--- src/rtl/uart_fft_loader.sv ---
// Assembles LSB-first 16-bit samples from a UART byte stream into FFT input memory writes.
// A frame is HEADER followed by 2*N_POINTS data bytes; stalls between bytes abort the frame.
module uart_fft_loader #(
   parameter int unsigned N_POINTS = 8,
   parameter int unsigned TIMEOUT  = 1024,
   parameter logic [7:0]  HEADER   = 8'hA5
) (
   input  logic                        clk_uart,
   input  logic                        rst_n,
   input  logic [7:0]                  byte_i,
   input  logic                        byte_valid_i,
   input  logic                        fft_ready_i,
   output logic [15:0]                 sample_o,
   output logic [$clog2(N_POINTS)-1:0] sample_idx_o,
   output logic                        sample_we_o,
   output logic                        frame_done_o,
   output logic                        err_o,
   output logic                        busy_o
);

   localparam int unsigned IW = $clog2(N_POINTS);
   localparam int unsigned CW = (TIMEOUT > 1) ? $clog2(TIMEOUT) : 1;
   localparam logic [IW-1:0] LAST_IDX = IW'(N_POINTS - 1);
   localparam logic [CW-1:0] LAST_CNT = CW'(TIMEOUT - 1);

   typedef enum logic [2:0] {StIdle, StLo, StHi, StWrite, StDone} state_t;

   state_t        state, next_state;
   logic [IW-1:0] idx, next_idx;
   logic [CW-1:0] tmo_cnt, next_tmo_cnt;
   logic [15:0]   sample, next_sample;

   always_ff @(posedge clk_uart) begin
      if (!rst_n) begin
         state   <= StIdle;
         idx     <= '0;
         tmo_cnt <= '0;
         sample  <= '0;
      end else begin
         state   <= next_state;
         idx     <= next_idx;
         tmo_cnt <= next_tmo_cnt;
         sample  <= next_sample;
      end
   end

   always_comb begin
      next_state   = state;
      next_idx     = idx;
      next_tmo_cnt = tmo_cnt;
      next_sample  = sample;
      sample_we_o  = 1'b0;
      frame_done_o = 1'b0;
      err_o        = 1'b0;

      case (state)
         StIdle: begin
            if (byte_valid_i && (byte_i == HEADER)) begin
               next_state   = StLo;
               next_tmo_cnt = '0;
            end
         end
         StLo, StHi: begin
            // A byte in the expiry cycle takes priority over the timeout.
            if (byte_valid_i) begin
               next_tmo_cnt = '0;
               if (state == StLo) begin
                  next_sample[7:0] = byte_i;
                  next_state       = StHi;
               end else begin
                  next_sample[15:8] = byte_i;
                  next_state        = StWrite;
               end
            end else if (tmo_cnt == LAST_CNT) begin
               err_o        = 1'b1;
               next_idx     = '0;
               next_tmo_cnt = '0;
               next_state   = StIdle;
            end else begin
               next_tmo_cnt = tmo_cnt + 1'b1;
            end
         end
         StWrite: begin
            if (byte_valid_i) begin
               err_o      = 1'b1;
               next_idx   = '0;
               next_state = StIdle;
            end else begin
               sample_we_o = 1'b1;
               if (fft_ready_i) begin
                  if (idx == LAST_IDX) begin
                     next_state = StDone;
                  end else begin
                     next_idx     = idx + 1'b1;
                     next_tmo_cnt = '0;
                     next_state   = StLo;
                  end
               end
            end
         end
         StDone: begin
            frame_done_o = 1'b1;
            next_idx     = '0;
            next_state   = StIdle;
         end
         default: begin
            next_idx   = '0;
            next_state = StIdle;
         end
      endcase
   end

   assign sample_o     = sample;
   assign sample_idx_o = idx;
   assign busy_o       = (state != StIdle);

endmodule

--- config.mk ---
export PLATFORM = sky130hd
export DESIGN_NAME = uart_fft_loader
export DESIGN_NICKNAME = d
export VERILOG_FILES = /design/src/rtl/uart_fft_loader.sv
export SDC_FILE = /design/constraint.sdc
export NUM_CORES = 1
export LEC_CHECK = 0
export BUFFER_PORTS_ARGS = -buffer_cell sky130_fd_sc_hd__clkbuf_2
export CORE_ASPECT_RATIO = 1.2
export CORE_MARGIN = 10
export CORE_UTILIZATION = 53
export DETAILED_ROUTE_END_ITERATION = 10
export PLACE_DENSITY = 0.79
export SETUP_SLACK_MARGIN = 0.1
export SLEW_MARGIN = 15
export SYNTH_ARGS = -nofsm -noshare
export SYNTH_HDL_FRONTEND = slang
export SYNTH_SLANG_ARGS = --single-unit
--- constraint.sdc ---
create_clock -name clk_uart -period 2.31 [get_ports clk_uart]
set_input_delay 0.1155 -clock clk_uart [delete_from_list [all_inputs] [get_ports clk_uart]]
set_output_delay 0.1155 -clock clk_uart [all_outputs]
set_load 0.1 [all_outputs]
# After elaboration in Yosys (flattened, before gate mapping)
# Index checks and enable logic that the tools add are counted.
# totals
out_inout_bits,23
inputBits,12
reg_bits,32
wordCells,62
# classes
reduce_logical,10
eq_ne,16
n_addsub,2
mux,27
bitwise,2
# ops
operator,n
two-way mux 10 bit,6
two-way mux 3 bit,10
case mux 10 bit (3 select lines),1
case mux 3 bit (3 select lines),2
inequality test 2 bit (second input constant),6
adder 10 x 1 -> 10 bit (second input constant),1
equality test 10 bit (second input constant),1
AND reduction 5 bit,2
inequality test 3 bit (second input constant),3
AND reduction 3 bit,3
equality test 8 bit (second input constant),1
two-way mux 1 bit,7
equality test 3 x 2 -> 1 bit (second input constant),2
equality test 3 bit (second input constant),2
nonzero test 3 bit,2
adder 3 x 1 -> 3 bit (second input constant),1
equality test 3 x 1 -> 1 bit (second input constant),1
logical NOT 3 bit,1
inverter 1 bit,2
case mux 1 bit (2 select lines),1
OR reduction 2 bit,1
logical AND 1 bit,1

# Depth between registers and ports, before layout
# logic_depth
ltp_word,5
depth_mapped,7
depth_no_buf,7

# Worst setup path before layout
# No wires, ideal clock.
# synth_path
kind,register -> output
start,register tmo_cnt[0]
end,output port err_o
stages_incl_launch_ff,6
t_required_ps,2194
t_arrival_ps,2646
n_path_buf,0
slack_ps,-451
path_cell_list,dfxtp_1 > ha_1 > nand3_4 > nor3_4 > nand2_1 > a21oi_1
# synth_between
elab_chain_cells,4
# synth_lines
element,line_no,source
start: declaration,30,"logic [CW-1:0] tmo_cnt, next_tmo_cnt;"
start signal: assignment,42,tmo_cnt <= next_tmo_cnt;
equality test 10 bit,74,end else if (tmo_cnt == LAST_CNT) begin
two-way mux 1 bit,74,
two-way mux 1 bit,65,if (byte_valid_i) begin
case mux 1 bit (2 select lines),56,case (state)
end: declaration,17,"output logic err_o,"
# Every way passes these cells.

# Worst setup path after layout
# layout_path
start,"register idx[0], in the netlist sample_idx_o[0]"
end,register tmo_cnt[9]
# layout_between
elab_chain_cells,3
# layout_lines
element,line_no,source
start: declaration,29,"logic [IW-1:0] idx, next_idx;"
start signal: assignment,41,idx <= next_idx;
equality test 3 bit,91,if (idx == LAST_IDX) begin
inequality test 2 bit (no line),--,
AND reduction 5 bit (no line),--,
# Every way passes these cells.
# A chain may end at the register's enable or synchronous reset.

==> summary.md <==
| Metric | Value |
|---|---|
| Syn nets | `202` |
| R2R depth | `7` |
| Num CTS Buffers | `5` |
| Grt total ovfl | `0` |
| Seq pwr share | `41.5%` |
| Kind of start point of the critical path | `flip-flop` |
| Worst slew pin tran | `0.5662 ns` |
| Die H | `80.22 um` |
| Placed Area | `0.001818 sq mm` |
| Combinational power share | `30.3%` |
| Leading area contributor after synthesis | `dfxtp_1` |
| Sw Share | `38.13%` |
| Max-slew violations | `0` |
| RSZ-0062 raised after global routing | `no` |
| Avg Cell Area, Syn | `8.564 sq um` |
| Final hold violation count | `0` |
| Via density | `5.551` |
| Period utilization | `87.14%` |
| Setup CP Type | `flip-flop to flip-flop` |
| Post-Syn Area | `0.001602 sq mm` |
| Most frequent cells in the layout | `46 x nand2_1, 32 x clkbuf_2, 30 x dfxtp_1` |
| Commonest non-fill, non-tap cell in the layout | `nand2_1` |
| Antenna Violating Nets Remaining | `0` |
| Worst Path Arrival | `2.25 ns` |
| Mapped Cells | `187` |
| Hold Crit Class | `input pin to flip-flop` |
| Post-route DRC | `0` |
| Seq/Total Area, Yosys | `40.00%` |
| Data required time of the worst path | `2.55 ns` |
| Area Overhead vs Synth | `19.22%` |
| DR WL/cell | `13.79 um` |
| Hold-fix buffers, CTS | `0` |
| ANT cells | `0` |
| Fill cells | `233` |
| H-tree depth | `2` |
| Post-synth EDFFs | `0` |
| Worst min-delay path startpoint | `byte_i[1]` |
| Final instance area | `0.001909 sq mm` |
| Number of clock sinks | `32` |
| #FFs+latches synth | `32` |
| Skew-Pair Late Insertion Delay | `0.33 ns` |
| Gr usage total | `13.03%` |
| Setup slack, reg-to-reg | `0.30 ns` |
| Gpl congestion | `0.7610` |
| Detailed-route wire length | `3531 um` |
| First-pass GRT wire length | `6154 um` |
| WHS Path Cells | `3` |
| Headroom to the max-slew limit | `62.17%` |
| Worst Setup End Kind | `flip-flop` |
| Clock power frac | `28.2%` |
| # nets final | `236` |
| Post-synth top flop | `dfxtp_1` |
| Worst r2r dst | `tmo_cnt[9]` |
| Worst IR Drop VDD | `593.8 uV` |
| Initial DRC Count | `90` |
| Clock slew at reported path FFs | `0.10 ns` |
| Drt first pass iters | `4` |
| DP HPWL | `2702 um` |
| Die Wd | `70.18 um` |
| Leak | `0.7497 nW` |
| Multi-input logic area | `898.4 sq um` |
| Initial Utilization | `56.44%` |
| Max clock buf depth | `2` |
| Final setup violation count | `0` |
| Endpoint, Worst Hold | `sample_o[1]` |
| Reg area | `643.1 sq um` |
| Worst R2R Start | `sample_idx_o[0]` |
| Max Fclk | `496.8 MHz` |
| Max cap viols | `0` |
| Outcome | `finished clean` |
| Vias | `1421` |
| Antenna violations before repair | `0` |
| Core Box Area | `0.002838 sq mm` |
| Switching power | `0.5652 mW` |
| Largest cells by area after synthesis | `dfxtp_1 40%, nand2_1 11%, a21boi_0 6.6%` |
| Layout cell share with drive strength beyond 1 | `25.68%` |
| Post-synth top area share | `40.00%` |
| Syn. warnings | `0` |
| CP Max Fanout | `7` |
| Vias in the first global route | `1399` |
| Synth cell types | `41` |
| Final setup TNS | `0 ns` |
| Cell Rows | `21` |
| Power Dens Cells | `776.4 mW/mm^2` |
| CTS tree | `done` |
| Int Pwr | `0.9172 mW` |
| Largest net degree at the start of global routing | `31` |
| Skew final | `0.008039 ns` |
| Die ar. | `0.005629 sq mm` |
| Ports | `35` |
| FFs w/ async S/R, synth | `0%` |
| Final worst path period need | `2.013 ns` |
| I/O Buffers | `34` |
| Root buffer cell | `clkbuf_4` |
## per-layer routing
metal / vias to the layer above / global-route usage (%) / routed length, um
met5: - / 0 / 0
met4: 0 / 4.941 / 53
met3: 6 / 5.781 / 261
met2: 39 / 22.05 / 1752
met1: 657 / 14.05 / 1464
li1: 719 / - / -
## registers in the layout, summed over array words and instances (netlist names)
signal,flops
sample_o,16
tmo_cnt,10
sample_idx_o,3
state,3
## repair_timing
item,CTS,global route
gates resized for setup,0,0
setup buffers,0,2
pin swaps,1,1
endpoints found under the setup margin,1,1
## kinds of logic (layout without fill, tap and decap cells)
family,after synthesis,count (layout),share of synthesized area [%]
buf+inv,15,50,4.140
mux,2,2,1.250
compound gates,44,44,21.41
xor+xnor,3,3,1.641
flops,32,32,40.00
simple gates,88,88,29.22
fa+ha+maj,3,3,2.344
## final cells by class
class,count,area share (%)
tap,34,2.228
inverter,3,0.5898
clock buffer,6,2.163
timing repair buffer,39,12.45
clock inverter,2,1.835
sequential,32,33.68
multi-input combinational,140,47.05
## metrics by stage
step                      util [%]  std cells  worst slack (ns)  total power [mW]  hold slack [ns]
final                        67.28        256            0.2970             1.482          0.02643
after global routing         67.28        256            0.1177             1.570          0.01339
after CTS                    66.75        254            0.1471             1.496          0.01099
after detailed placement     64.07        246            0.3033             1.076           0.3786
after global placement       64.07        246            0.3491             1.067           0.3732
after floorplan                  -        187           0.07889            0.9998           0.2504
## worst max-delay path by stage
stage / from / end / slack [ns] / cells past startpoint
after global routing: state[0] / tmo_cnt[2] / 0.12 / 5
after detailed placement: sample_idx_o[0] / tmo_cnt[9] / 0.30 / 7
after CTS: tmo_cnt[0] / err_o / 0.15 / 6
after floorplan: tmo_cnt[0] / err_o / 0.08 / 5
after global placement: sample_idx_o[0] / tmo_cnt[9] / 0.35 / 7
final: sample_idx_o[0] / tmo_cnt[9] / 0.30 / 7
## power by group through the flow
stage / Combinational, mW / Clock (mW) / Sequential [mW]
final: 0.450 / 0.417 / 0.615
after global routing: 0.488 / 0.459 / 0.622
after CTS: 0.450 / 0.431 / 0.615
after detailed placement: 0.449 / 0 / 0.627
after global placement: 0.441 / 0 / 0.626
after floorplan: 0.249 / 0 / 0.751
## worst max-delay path, stage by stage, from the launching register on
cell	delay, ns
dfxtp_2	0.35
ha_1	0.19
ha_1	0.21
or3b_1	0.35
a31oi_1	0.21
a21boi_1	0.21
a21o_1	0.23
a22o_1	0.17
## cell usage after synthesis, drive strengths merged, types with 2 or more instances
| cell | instances |
|---|---|
| xnor2 | 3 |
| inv | 3 |
| or3b | 2 |
| nand3 | 8 |
| nor3b | 2 |
| a22o | 4 |
| nor4bb | 2 |
| nor2b | 2 |
| o21ai | 5 |
| o41ai | 2 |
| a21oi | 4 |
| and2 | 2 |
| dfxtp | 32 |
| nand2 | 46 |
| o221a | 2 |
| a21boi | 21 |
| nor3 | 6 |
| mux2i | 2 |
| nand3b | 3 |
| clkbuf | 9 |
| ha | 3 |
| nand2b | 2 |
| buf | 3 |
| nor2 | 8 |
Power figures use the tool's default switching activity.
